### src/rtl/axi_regfile_pkg.sv
// Shared types for the AXI register-file slave.
// Optional WRAP burst support: define AXI_REGFILE_WRAP_EN.
package axi_regfile_pkg;

  typedef enum logic [1:0] {
    BURST_FIXED = 2'b00,
    BURST_INCR  = 2'b01,
    BURST_WRAP  = 2'b10,
    BURST_RSVD  = 2'b11
  } burst_e;

  localparam logic [1:0] RESP_OKAY   = 2'b00;
  localparam logic [1:0] RESP_SLVERR = 2'b10;

  typedef enum logic {
    R_IDLE,
    R_DATA
  } rd_state_e;

  typedef enum logic [1:0] {
    W_IDLE,
    W_DATA,
    W_RESP
  } wr_state_e;

  // mask selects the bits allowed to count; all-ones gives plain INCR
  function automatic logic [31:0] burst_next_addr(
    input logic [31:0] addr,
    input logic [1:0]  burst,
    input logic [31:0] mask
  );
    if (burst == BURST_FIXED) return addr;
    return (addr & ~mask) | ((addr + 32'd1) & mask);
  endfunction

endpackage

### src/rtl/axi_burst_addr.sv
// Per-channel burst address and beat-count tracker.
// WRAP boundary logic present only with AXI_REGFILE_WRAP_EN.
module axi_burst_addr
  import axi_regfile_pkg::*;
#(
  parameter int ADDR_W = 5
) (
  input  logic              clk,
  input  logic              res_n,
  input  logic              start,
  input  logic              step,
  input  logic [ADDR_W-1:0] start_addr,
  input  logic [3:0]        len,
  input  logic [1:0]        burst,
  output logic [ADDR_W-1:0] addr,
  output logic              last,
  output logic              burst_err
);

  logic [ADDR_W-1:0] addr_q;
  logic [4:0]        cnt_q;
  logic [1:0]        burst_q;
  logic              err_q;
  logic [ADDR_W-1:0] mask;
  logic [ADDR_W-1:0] nxt;
  logic              start_err;

`ifdef AXI_REGFILE_WRAP_EN
  logic [ADDR_W-1:0] mask_q;
  logic [ADDR_W-1:0] start_mask;
  logic              wrap;
  logic              wrap_ok;

  assign wrap       = burst == BURST_WRAP;
  assign wrap_ok    = len inside {4'd1, 4'd3, 4'd7, 4'd15};
  assign start_mask = (wrap && wrap_ok) ? ADDR_W'(len) : '1;
  assign start_err  = (burst == BURST_RSVD) || (wrap && !wrap_ok);
  assign mask       = mask_q;

  always_ff @(posedge clk or negedge res_n) begin
    if (!res_n) begin
      mask_q <= '1;
    end else if (start) begin
      mask_q <= start_mask;
    end
  end
`else
  assign start_err = burst == BURST_RSVD;
  assign mask      = '1;
`endif

  assign nxt = ADDR_W'(burst_next_addr(32'(addr_q), burst_q, 32'(mask)));

  always_ff @(posedge clk or negedge res_n) begin
    if (!res_n) begin
      addr_q  <= '0;
      cnt_q   <= '0;
      burst_q <= '0;
      err_q   <= 1'b0;
    end else if (start) begin
      addr_q  <= start_addr;
      cnt_q   <= {1'b0, len} + 5'd1;
      burst_q <= burst;
      err_q   <= start_err;
    end else if (step) begin
      addr_q <= nxt;
      cnt_q  <= cnt_q - 5'd1;
    end
  end

  assign addr      = addr_q;
  assign last      = cnt_q == 5'd1;
  assign burst_err = err_q;

endmodule

### src/rtl/axi_regfile_slave.sv
// AXI-style register-file slave with independent read/write channels.
// Define AXI_REGFILE_WRAP_EN to enable aligned WRAP bursts.
module axi_regfile_slave
  import axi_regfile_pkg::*;
#(
  parameter int DATA_W      = 16,
  parameter int ADDR_W      = 5,
  parameter int DEPTH       = 32,
  parameter int STATUS_ADDR = 3,
  parameter int RXDATA_ADDR = 4
) (
  input  logic                clk,
  input  logic                res_n,
  input  logic                arvalid,
  output logic                arready,
  input  logic [ADDR_W-1:0]   araddr,
  input  logic [3:0]          arlen,
  input  logic [1:0]          arburst,
  input  logic [2:0]          arsize,
  output logic                rvalid,
  input  logic                rready,
  output logic [DATA_W-1:0]   rdata,
  output logic [1:0]          rresp,
  output logic                rlast,
  input  logic                awvalid,
  output logic                awready,
  input  logic [ADDR_W-1:0]   awaddr,
  input  logic [3:0]          awlen,
  input  logic [1:0]          awburst,
  input  logic [2:0]          awsize,
  input  logic                wvalid,
  output logic                wready,
  input  logic [DATA_W-1:0]   wdata,
  input  logic [DATA_W/8-1:0] wstrb,
  input  logic                wlast,
  output logic                bvalid,
  input  logic                bready,
  output logic [1:0]          bresp,
  input  logic [DATA_W-1:0]   status_in,
  input  logic [DATA_W-1:0]   data_rx_in
);

  localparam int NB = DATA_W / 8;
  localparam logic [ADDR_W-1:0] STATUS_A = ADDR_W'(STATUS_ADDR);
  localparam logic [ADDR_W-1:0] RXDATA_A = ADDR_W'(RXDATA_ADDR);
  localparam logic [ADDR_W:0]   DEPTH_A  = (ADDR_W+1)'(DEPTH);

  rd_state_e rstate;
  wr_state_e wstate;

  logic [DATA_W-1:0] mem [DEPTH];

  logic [ADDR_W-1:0] r_addr;
  logic [ADDR_W-1:0] w_addr;
  logic r_last, r_berr, r_oob;
  logic w_last, w_berr, w_oob, w_bad, w_err;
  logic werr_q;
  logic ar_hs, aw_hs, r_beat, w_beat;
  logic size_unused;

  assign size_unused = ^{arsize, awsize};

  assign arready = rstate == R_IDLE;
  assign rvalid  = rstate == R_DATA;
  assign awready = wstate == W_IDLE;
  assign wready  = wstate == W_DATA;
  assign bvalid  = wstate == W_RESP;

  assign ar_hs  = arvalid & arready;
  assign r_beat = rvalid & rready;
  assign aw_hs  = awvalid & awready;
  assign w_beat = wvalid & wready;

  axi_burst_addr #(.ADDR_W(ADDR_W)) u_rd_addr (
    .clk        (clk),
    .res_n      (res_n),
    .start      (ar_hs),
    .step       (r_beat),
    .start_addr (araddr),
    .len        (arlen),
    .burst      (arburst),
    .addr       (r_addr),
    .last       (r_last),
    .burst_err  (r_berr)
  );

  axi_burst_addr #(.ADDR_W(ADDR_W)) u_wr_addr (
    .clk        (clk),
    .res_n      (res_n),
    .start      (aw_hs),
    .step       (w_beat),
    .start_addr (awaddr),
    .len        (awlen),
    .burst      (awburst),
    .addr       (w_addr),
    .last       (w_last),
    .burst_err  (w_berr)
  );

  always_ff @(posedge clk or negedge res_n) begin
    if (!res_n) begin
      rstate <= R_IDLE;
    end else begin
      unique case (rstate)
        R_IDLE: if (ar_hs) rstate <= R_DATA;
        R_DATA: if (r_beat && r_last) rstate <= R_IDLE;
      endcase
    end
  end

  assign r_oob = {1'b0, r_addr} >= DEPTH_A;

  // Read data bypasses the write port, so a same-cycle write is not seen
  always_comb begin
    rdata = '0;
    rresp = RESP_OKAY;
    if (rvalid) begin
      unique case (1'b1)
        r_oob:                        rresp = RESP_SLVERR;
        !r_oob && r_addr == STATUS_A: rdata = status_in;
        !r_oob && r_addr == RXDATA_A: rdata = data_rx_in;
        default:                      rdata = mem[r_addr];
      endcase
      if (r_berr) rresp = RESP_SLVERR;
    end
  end

  assign rlast = rvalid & r_last;

  assign w_oob = {1'b0, w_addr} >= DEPTH_A;
  assign w_bad = w_oob | (w_addr == STATUS_A) | (w_addr == RXDATA_A);
  assign w_err = w_bad | (wlast != w_last) | w_berr;

  always_ff @(posedge clk or negedge res_n) begin
    if (!res_n) begin
      wstate <= W_IDLE;
      werr_q <= 1'b0;
    end else begin
      unique case (wstate)
        W_IDLE: begin
          if (aw_hs) begin
            wstate <= W_DATA;
            werr_q <= 1'b0;
          end
        end
        W_DATA: begin
          if (w_beat) begin
            werr_q <= werr_q | w_err;
            if (w_last) wstate <= W_RESP;
          end
        end
        W_RESP: if (bready) wstate <= W_IDLE;
        default: wstate <= W_IDLE;
      endcase
    end
  end

  assign bresp = (bvalid && werr_q) ? RESP_SLVERR : RESP_OKAY;

  always_ff @(posedge clk or negedge res_n) begin
    if (!res_n) begin
      for (int i = 0; i < DEPTH; i++) mem[i] <= '0;
      mem[0] <= '1;
      mem[1] <= {(DATA_W/4){4'h1}};
    end else if (w_beat && !w_bad) begin
      for (int b = 0; b < NB; b++) begin
        if (wstrb[b]) mem[w_addr][8*b +: 8] <= wdata[8*b +: 8];
      end
    end
  end

endmodule

### config.mk
export PLATFORM = sky130hd
export DESIGN_NAME = axi_regfile_slave
export DESIGN_NICKNAME = d
export VERILOG_FILES = /design/src/rtl/axi_regfile_pkg.sv /design/src/rtl/axi_burst_addr.sv /design/src/rtl/axi_regfile_slave.sv
export SDC_FILE = /design/constraint.sdc
export NUM_CORES = 1
export LEC_CHECK = 0
export CAP_MARGIN = 30
export CORE_ASPECT_RATIO = 1.5
export CORE_UTILIZATION = 50
export DETAILED_ROUTE_END_ITERATION = 16
export PLACE_DENSITY = 0.68
export SKIP_LAST_GASP = 1
export SYNTH_ARGS = -nofsm -noshare
export SYNTH_HDL_FRONTEND = slang
export SYNTH_SLANG_ARGS = --single-unit
### constraint.sdc
create_clock -name clk -period 3.9 [get_ports clk]
set_input_delay 0.78 -clock clk [delete_from_list [all_inputs] [get_ports clk]]
set_output_delay 0.78 -clock clk [all_outputs]
set_load 0.01 [all_outputs]
==> flow_summary.toml, run 1 <==
[timing]
tightest_slew_ps = 854
min_period_ps = 3840
clock_skew_ps = 22.7
rsz0062_at_grt = "true"
fin_crit_sh_pct = 98.4
hold_violations = 0
setup_viol = 0
fin_setup_tns_ps = 0
slew_violations = 0
slew_headroom_pct = 42.8
max_freq_mhz = 261

[route]
drc = 0
detail_route.wl_per_cell_um = 25.4
antenna_left = 0
drt-initial-drc-count = 897
vias = 15300
vias_per_cell = 6.00
drtPass1Iterations = 5
drt-total-wl_um = 64600

[setup_path]
critPathKind = "reg -> out"
worstPathArrival_ps = 3060
critPathCaptureType = "output port"
cp_data_required_time_ps = 3120
start_kind = "register"
path_max_fanout = 11
rrSetupSlack_ps = 1220

[placed_design]
dp_hpwl_um = 44300
dpl.cell_count = 2432
io_buffers = 103
place_congestion = 0.901

[clock_network]
cts_tree = "yes"
clock-sinks = 542
numCtsBuffers = 52
clk-insertion-delay-late_ps = 580
clk_path_buf_depth = 3
h-tree-depth = 2
clkTransAtPathRegs_ps = 60
cts_root_buffer = "clkbuf_16"

[synthesis]
synthTopCellsByArea = "dfrtp_1 52%, mux2_2 22%, mux4_2 8.6%"
post_synth.cell_area_avg_um2 = 14.4
netlist_area_um2 = 25200
yosys_warnings = 0
yosysTopAreaCellShare_pct = 51.8
ys.flop_type = "dfrtp_1"
synth.most_common_cell = "dfrtp_1"
synth.distinct_cells = 60
ys_async_sr_fraction_pct = 100
syn_inst = 1745
synth_edf_count = 0
synth-seq-cells = 542
yosys.area.top_type = "dfrtp_1"
ys_seq_area_share_pct = 53.9
synthTopCellsByCount = "522 x dfrtp_1, 503 x mux2_2, 112 x clkbuf_1, 96 x mux4_2, 93 x nand2_1"

[layout]
fin_nets = 1940
fin_cells = 2547
drive_gt1_share_pct = 44.9
area_growth_pct = 16.5
postLayoutCoreUtil_pct = 59.1
antenna_cells = 0

[floorplanning]
die_area_um2 = 51300
rows = 100
fp.coreArea_um2 = 49700
start_util_pct = 50.7
die_y_um = 277
pin_count = 112
fp.dieW_um = 185

[global_routing]
antenna_found_initial = 0
grt_max_degree = 98
grt_pass1_vias = 16400
overflow = 0
grt_pass1_wl_um = 99000
gr-usage-all-layers_pct = 26.0

[status]
status = "finished, final reports clean"

[pwr]
ir_worst_vdd_mv = 0.439
powerDensity_nw_per_um2 = 757
leakage_nw = 13.8

[run]
drv_cap = 0

[min_path]
hold_class = "in -> async"
==> metal layers <==
layer  global-route usage [%]  vias up  share of wire (%)
met2                     43.5      451                 51
met4                     13.0        0                5.0
li1                         -     6643                  -
met1                     32.7     8045                 39
met3                     4.02      149                4.9
met5                        0        -                  0
==> logic make-up (layout without fill, tap and decap cells) <==
| family | count (synthesis) | count (layout) | synth area share, % |
|---|---|---|---|
| AOI/OAI and AO/OA | 147 | 147 | 4.17 |
| xor gates and xnor gates | 21 | 21 | 0.730 |
| adders and majority gates | 12 | 12 | 0.596 |
| buffers and inverters | 169 | 307 | 3.05 |
| DFF | 542 | 542 | 53.9 |
| muxes | 654 | 654 | 33.7 |
| other | 1 | 2 | 0.0149 |
| and+or+nand+nor | 199 | 199 | 3.78 |
==> worst paths after layout <==
kind,from,endpoint,cells past startpoint
hold / removal,res_n,mem[68],1
max in group asynchronous,res_n,mem[480],2
setup reg to reg,u_wr_addr.addr[2],mem[140],4
setup / recovery,u_rd_addr.addr[0],rdata[11],10
min in group clk,mem[448],mem[448],0
hold reg to reg,mem[448],mem[448],0
==> worst max-delay path: stages (launching register included) <==
cell	delay (ps)
dfrtp_4	450
buf_4	170
buf_12	170
ha_1	200
nor4b_4	340
buf_6	190
buf_4	140
a22o_1	180
o21ai_0	90
a21oi_1	230
dlygate4sd2_1	300
==> timing repair <==
action	4_1_cts	5_1_grt
hold buffers	0	0
setup buffers	14	2
cloned	2	2
gates resized for setup	54	19
setup endpoints to repair	16	9
pin swaps	7	5
==> state kept, by name, summed over array words and instances, names as in the netlist <==
| signal | count |
|---|---|
| u_wr_addr.burst_q | 2 |
| wstate | 2 |
| u_wr_addr.addr | 5 |
| u_rd_addr.cnt_q | 5 |
| u_rd_addr.addr | 5 |
| rvalid | 1 |
| mem | 512 |
| u_wr_addr.cnt_q | 5 |
| werr_q | 1 |
| u_rd_addr.burst_err | 1 |
| u_wr_addr.burst_err | 1 |
| u_rd_addr.burst_q | 2 |
==> layout make-up <==
cell class	instances	area, um2
clock inverter	15	171
inverter	14	52.6
sequential	542	13600
timing repair buffer	197	2110
fill	3899	20300
clock buffer	81	1570
multi-input combinational	1035	11000
tap	663	830
==> report_power, final <==
part           internal [mW]  total, mW  switching (mW)
logic                   4.37       8.43            4.05
clock network           2.98       5.15            2.17
registers               7.59       8.66            1.07
total                   14.9       22.2            7.30
==> layout by cell type (no fill, tap or decap), types with 22 or more instances in the layout <==
cell type,synthesis,layout
clkdlybuf4s50_1,0,86
o21ai_0,22,22
nor2_1,32,30
dfrtp_1,522,517
mux4_2,96,99
mux2_2,503,503
mux2i_1,44,41
nand2_1,93,93
buf_4,7,65
clkbuf_16,0,56
==> through the flow <==
step           worst slack, ps  instance area, um2  hold WS, ps  total power, mW
2_1_floorplan              522               25200          421             13.7
3_5_place_dp               231               27200          363             16.7
6_report                  64.3               29400          225             22.2
3_3_place_gp               242               27000          359             16.3
5_1_grt                  -40.1               29400          291             23.3
4_1_cts                   -205               29300          247             22.2
No activity file was read; power rests on OpenSTA's default activity.
==> run 2: changes to the inputs <==
Settings changed: CTS_BUF_LIST set to sky130_fd_sc_hd__clkbuf_4 sky130_fd_sc_hd__clkbuf_8 sky130_fd_sc_hd__clkbuf_16, DONT_BUFFER_PORTS set to 1, GPL_TIMING_DRIVEN set to 0, PLACE_DENSITY 0.68 to not set.
==> run 2 against run 1 <==
The run now ends with negative hold slack, max-slew violations, negative setup slack left. Worst hold slack got worse by 330 ps. Clock skew fell by 11 ps. Sequential cell count did not move. Total power rose by 1.0%. Clock power rose by 2%. Core utilization fell by 1.9 points. First-iteration DRC count rose by 19%. Via count rose by 2.2%. Cell count fell by 0.71%. Critical path type unchanged. Largest cell class unchanged. Highest routed layer unchanged.
==> flow_summary.toml, run 2 (synthesized netlist as in run 1, its figures left out) <==
[floorplanning]
rows = 100
die_y_um = 277
fp.coreArea_um2 = 49700
fp.dieW_um = 185
start_util_pct = 50.7
pin_count = 112
die_area_um2 = 51300

[timing]
rsz0062_at_grt = "true"
clock_skew_ps = 12.0
fin_setup_tns_ps = -48.4
max_freq_mhz = 254
hold-worst-slack_ps = -104
hold_violations = 154
fin_crit_sh_pct = 101
slew_violations = 164
layout_setup_ws_ps = -38.7
tightest_slew_ps = 1630
min_period_ps = 3940
setup_viol = 2
slew_headroom_pct = -8.43

[placed_design]
place_congestion = 0.954
dp_hpwl_um = 54100
io_buffers = 0
place_area_um2 = 26200

[layout]
fin_nets = 1923
largest_register_ffs = 512
final_cell_mix = "522 x dfrtp_1, 503 x mux2_2, 105 x clkbuf_1"
final_area_um2 = 28400
antenna_cells = 0
area_growth_pct = 12.8
top_register = "mem"
layout_commonest_cell = "dfrtp_1"
drive_gt1_share_pct = 44.6
postLayoutCoreUtil_pct = 57.2

[route]
drc = 0
vias = 15600
detail_route.wl_per_cell_um = 30.2
vias_per_cell = 6.18
drt-initial-drc-count = 1064
drt-total-wl_um = 76300
antenna_left = 0
drtPass1Iterations = 5

[clock_network]
clock-sinks = 542
numCtsBuffers = 53
h-tree-depth = 2
clk-insertion-delay-late_ps = 590
clk_path_buf_depth = 3
clkTransAtPathRegs_ps = 60
cts_root_buffer = "clkbuf_16"
cts_tree = "yes"

[pwr]
powerDensity_nw_per_um2 = 790
power_frac_comb_pct = 38.6
swShare_pct = 34.6
pwr-share-clk_pct = 23.4
ir_worst_vdd_mv = 0.400
leakage_nw = 13.4
seq_power_share_pct = 38.0
p_int_mw = 14.7
p_switching_mw = 7.78

[status]
status = "finished with violations"
failed_checks = "negative hold slack, max-slew violations, negative setup slack"

[setup_path]
worstPathArrival_ps = 3160
critPathCaptureType = "output port"
cp_data_required_time_ps = 3120
start_kind = "register"
critPathKind = "reg -> out"
path_max_fanout = 10

[run]
drv_cap = 0

[global_routing]
overflow = 0
antenna_found_initial = 0
grt_max_degree = 543
gr-usage-all-layers_pct = 30.5
grt_pass1_vias = 16600
grt_pass1_wl_um = 110000

[min_path]
hold_class = "in -> async"
==> run 2: cell types whose count changed in the layout (fill, tap and decap cells not counted), moves of 8 or more <==
cell and change:
clkbuf_4 +20, buf_4 -42, clkdlybuf4s50_1 -86, dlygate4sd2_1 -13
clkbuf_1 +90, buf_12 -8, buf_2 +13
==> run 2: final cells by class <==
class                           instances  area (um2)
Buffer                                151         818
Clock buffer                           83        1630
Clock inverter                         13         144
Fill cell                            4061       21300
Inverter                               14        57.6
Multi-Input combinational cell       1035       11100
Sequential cell                       542       13600
Tap cell                              663         830
Timing Repair Buffer                   28         298
==> run 2: per-stage QoR <==
step                power [mW]  worst slack [ps]  instances
floorplan                 13.7               522       1746
global placement          16.2             -1660       2409
detailed placement        16.7             -1020       2418
CTS                       22.4             -3.81       2529
global route              23.3             -43.3       2529
finish                    22.5             -38.7       2529
==> run 2: critical path, stage by stage (launching register included) <==
cell and delay [ps]:
dfrtp_1 420, clkbuf_4 190, buf_4 200, buf_2 310, nand2_4 250, o22ai_1 160
a221oi_2 400, o221ai_1 240, o22ai_2 380
==> run 2: timing repair <==
item | CTS | global route
gates cloned | 1 | 0
pin swaps | 7 | 4
endpoints found under the hold margin | 522 | 170
setup endpoints to repair | 16 | 14
buffers inserted | 15 | 3
gates resized for setup | 76 | 17
==> run 2: worst paths after layout <==
path                                   startpoint            endpoint  slack [ps]  cells after the start
worst max-delay path            u_rd_addr.addr[1]            rdata[9]         -40                      8
worst min-delay path                        res_n            mem[161]        -100                      0
worst max register to register  u_wr_addr.addr[0]              mem[2]        1070                      6
worst min register to register           mem[447]            mem[447]         450                      1
max in group asynchronous                   res_n            mem[418]        2700                      0
min in group clk                         awlen[0]  u_wr_addr.cnt_q[0]         280                      1
==> run 2: metal layers <==
| metal | up-vias | global-route usage [%] | routed length, um |
|---|---|---|---|
| met5 | - | 0 | 0 |
| met4 | 0 | 18.6 | 5330 |
| met3 | 196 | 4.89 | 4110 |
| met2 | 505 | 51.9 | 38500 |
| met1 | 8314 | 35.7 | 28300 |
| li1 | 6607 | - | - |
==> run 2: power by group through the flow <==
| stage | Sequential [mW] | Clock, mW | Combinational [mW] |
|---|---|---|---|
| 3_5_place_dp | 8.60 | 0 | 8.05 |
| 3_3_place_gp | 8.46 | 0 | 7.78 |
| 4_1_cts | 8.51 | 5.33 | 8.56 |
| 5_1_grt | 8.74 | 5.54 | 9.02 |
| 6_report | 8.53 | 5.26 | 8.68 |
| 2_1_floorplan | 8.26 | 0 | 5.43 |
==> run 3: changes to the inputs <==
Settings changed: CAP_MARGIN 30 to 20.
Clock period 3.9 ns to 5.12 ns, I/O delays scaled along.
==> run 3 against run 2 <==
The flow finishes with violations (max-slew violations, negative setup slack). Combinational power decreased by 29%. Count of clock-buffer cells in the layout decreased by 2. Clock skew decreased by 1.2 ps. Register-to-register slack improved by 1200 ps. Core utilization decreased by 0.84 points. Critical path depth increased by 2. Total power decreased by 25%. Global-route usage decreased by 0.062 points. Sequential cell count unchanged. Cell count decreased by 0.67%. Setup slack improved by 18 ps. Sequential power decreased by 24%. Critical endpoint is now rdata[4].
==> flow_summary.toml, run 3 (synthesized netlist as in run 1, its figures left out) <==
[global_routing]
gr-usage-met2_pct = 50.8
grt_pass1_wl_um = 110000
grt-busiest-layer = "met2"
overflow = 0
grt_pass1_vias = 16500
gr-usage-all-layers_pct = 30.4
grt_max_degree = 543
antenna_found_initial = 0
grt.met3_usage_pct = 5.37
met1_usage_pct = 35.7

[route]
drt-initial-drc-count = 1050
antenna_left = 0
drtPass1Iterations = 5
detail_route.wl_per_cell_um = 30.2
drc = 0
vias = 15500
drt-total-wl_um = 75900
vias_per_cell = 6.16

[timing]
slew_headroom_pct = -28.0
layout_setup_ws_ps = -20.6
fin_setup_tns_ps = -20.6
fin_crit_sh_pct = 100
clock_skew_ps = 10.8
setup_viol = 1
slew_violations = 379
hold_violations = 0
tightest_slew_ps = 1920
hold-worst-slack_ps = 141
min_period_ps = 5140
rsz0062_at_grt = "true"
max_freq_mhz = 195

[clock_network]
numCtsBuffers = 52
clock-sinks = 542
cts_root_buffer = "clkbuf_16"
clk-insertion-delay-late_ps = 580
cts_tree = "yes"
h-tree-depth = 2
clk_path_buf_depth = 3
clkTransAtPathRegs_ps = 70

[pwr]
p_switching_mw = 5.79
swShare_pct = 34.4
ir_worst_vdd_mv = 0.351
p_int_mw = 11.0
powerDensity_nw_per_um2 = 601
seq_power_share_pct = 38.6
pwr-share-clk_pct = 24.8
leakage_nw = 13.2
power_frac_comb_pct = 36.7

[floorplanning]
fp.dieW_um = 185
die_y_um = 277
die_area_um2 = 51300
start_util_pct = 50.7
fp.coreArea_um2 = 49700
pin_count = 112
rows = 100

[setup_path]
rrSetupSlack_ps = 2250
critPathKind = "reg -> out"
start_kind = "register"
path_max_fanout = 10
r2r_cells = 6
worstPathArrival_ps = 4120
critPathCaptureType = "output port"
cp_data_required_time_ps = 4100

[min_path]
hold_class = "in -> async"

[run]
drv_cap = 0

[layout]
top_register = "mem"
final_cell_mix = "522 x dfrtp_1, 503 x mux2_2, 110 x clkbuf_1"
layout_commonest_cell = "dfrtp_1"
drive_gt1_share_pct = 42.3
antenna_cells = 0
area_growth_pct = 11.1
largest_register_ffs = 512
fin_nets = 1905
num-fill-cells = 4120

[placed_design]
dp_hpwl_um = 53700
io_buffers = 0
place_congestion = 0.954

[status]
failed_checks = "max-slew violations, negative setup slack"
status = "finished with violations"
[run 3: cell types whose count changed in the layout (fill, tap and decap cells not counted), sizes merged]
| cell | delta |
|---|---|
| bufinv | +3 |
| buf | -14 |
| clkinv | -2 |
| clkinvlp | +1 |
| clkbuf | -5 |
[run 3: final timing paths]
| kind | endpoint | from |
|---|---|---|
| max reg2reg | mem[2] | u_wr_addr.addr[0] |
| min reg2reg | mem[447] | mem[447] |
| min | mem[161] | res_n |
| min in group clk | mem[447] | mem[447] |
| max in group asynchronous | u_wr_addr.burst_err | res_n |
| max | rdata[4] | u_rd_addr.addr[1] |
[run 3: critical path, cell delays in order (launching register included)]
cell      delay, ps
dfrtp_1         420
buf_2           180
clkbuf_2        390
buf_4           380
inv_1            80
ha_1            360
nor4b_4         640
buf_4           380
a22o_1          270
o21ai_0         120
a21oi_2         310
[run 3: through the flow]
step                      setup WS [ps]  cells  power, mW  instance area [um2]  util [%]
after floorplan                    1500   1746       10.4                25200         -
after global placement             -684   2409       12.4                26000      52.4
after detailed placement           -340   2414       12.6                26100      52.5
after CTS                          50.7   2512       16.8                28000      56.4
after global routing              -6.92   2512       17.5                28000      56.4
final                             -20.6   2512       16.8                28000      56.4
[run 3: area by class of cell]
cell class / instances / area [um2] / share of cell area (%)
sequential: 542 / 13600 / 48.5
multi-input combinational: 1035 / 10900 / 38.8
clock buffer: 81 / 1620 / 5.78
tap: 663 / 830 / 2.96
buffer: 155 / 724 / 2.59
clock inverter: 15 / 228 / 0.813
timing repair buffer: 7 / 85.1 / 0.304
inverter: 14 / 52.6 / 0.188
[run 3: layer usage]
metal,part of all wire (%),vias to the layer above
met4,7.5,0
li1,-,6552
met3,5.7,210
met5,0,-
met1,37,8224
met2,50,500
[run 3: timing repair]
action | 4_1_cts | 5_1_grt
hold buffers | 0 | 0
setup endpoints to repair | 16 | 5
gates resized for setup | 10 | 3
buffers inserted | 2 | 0
gates cloned | 0 | 0
[run 3: power groups by stage]
| stage | logic (mW) | registers [mW] | clock network [mW] |
|---|---|---|---|
| 5_1_grt | 6.44 | 6.66 | 4.40 |
| 6_report | 6.17 | 6.49 | 4.17 |
| 3_5_place_dp | 6.08 | 6.55 | 0 |
| 2_1_floorplan | 4.13 | 6.29 | 0 |
| 4_1_cts | 6.15 | 6.47 | 4.22 |
| 3_3_place_gp | 5.92 | 6.45 | 0 |
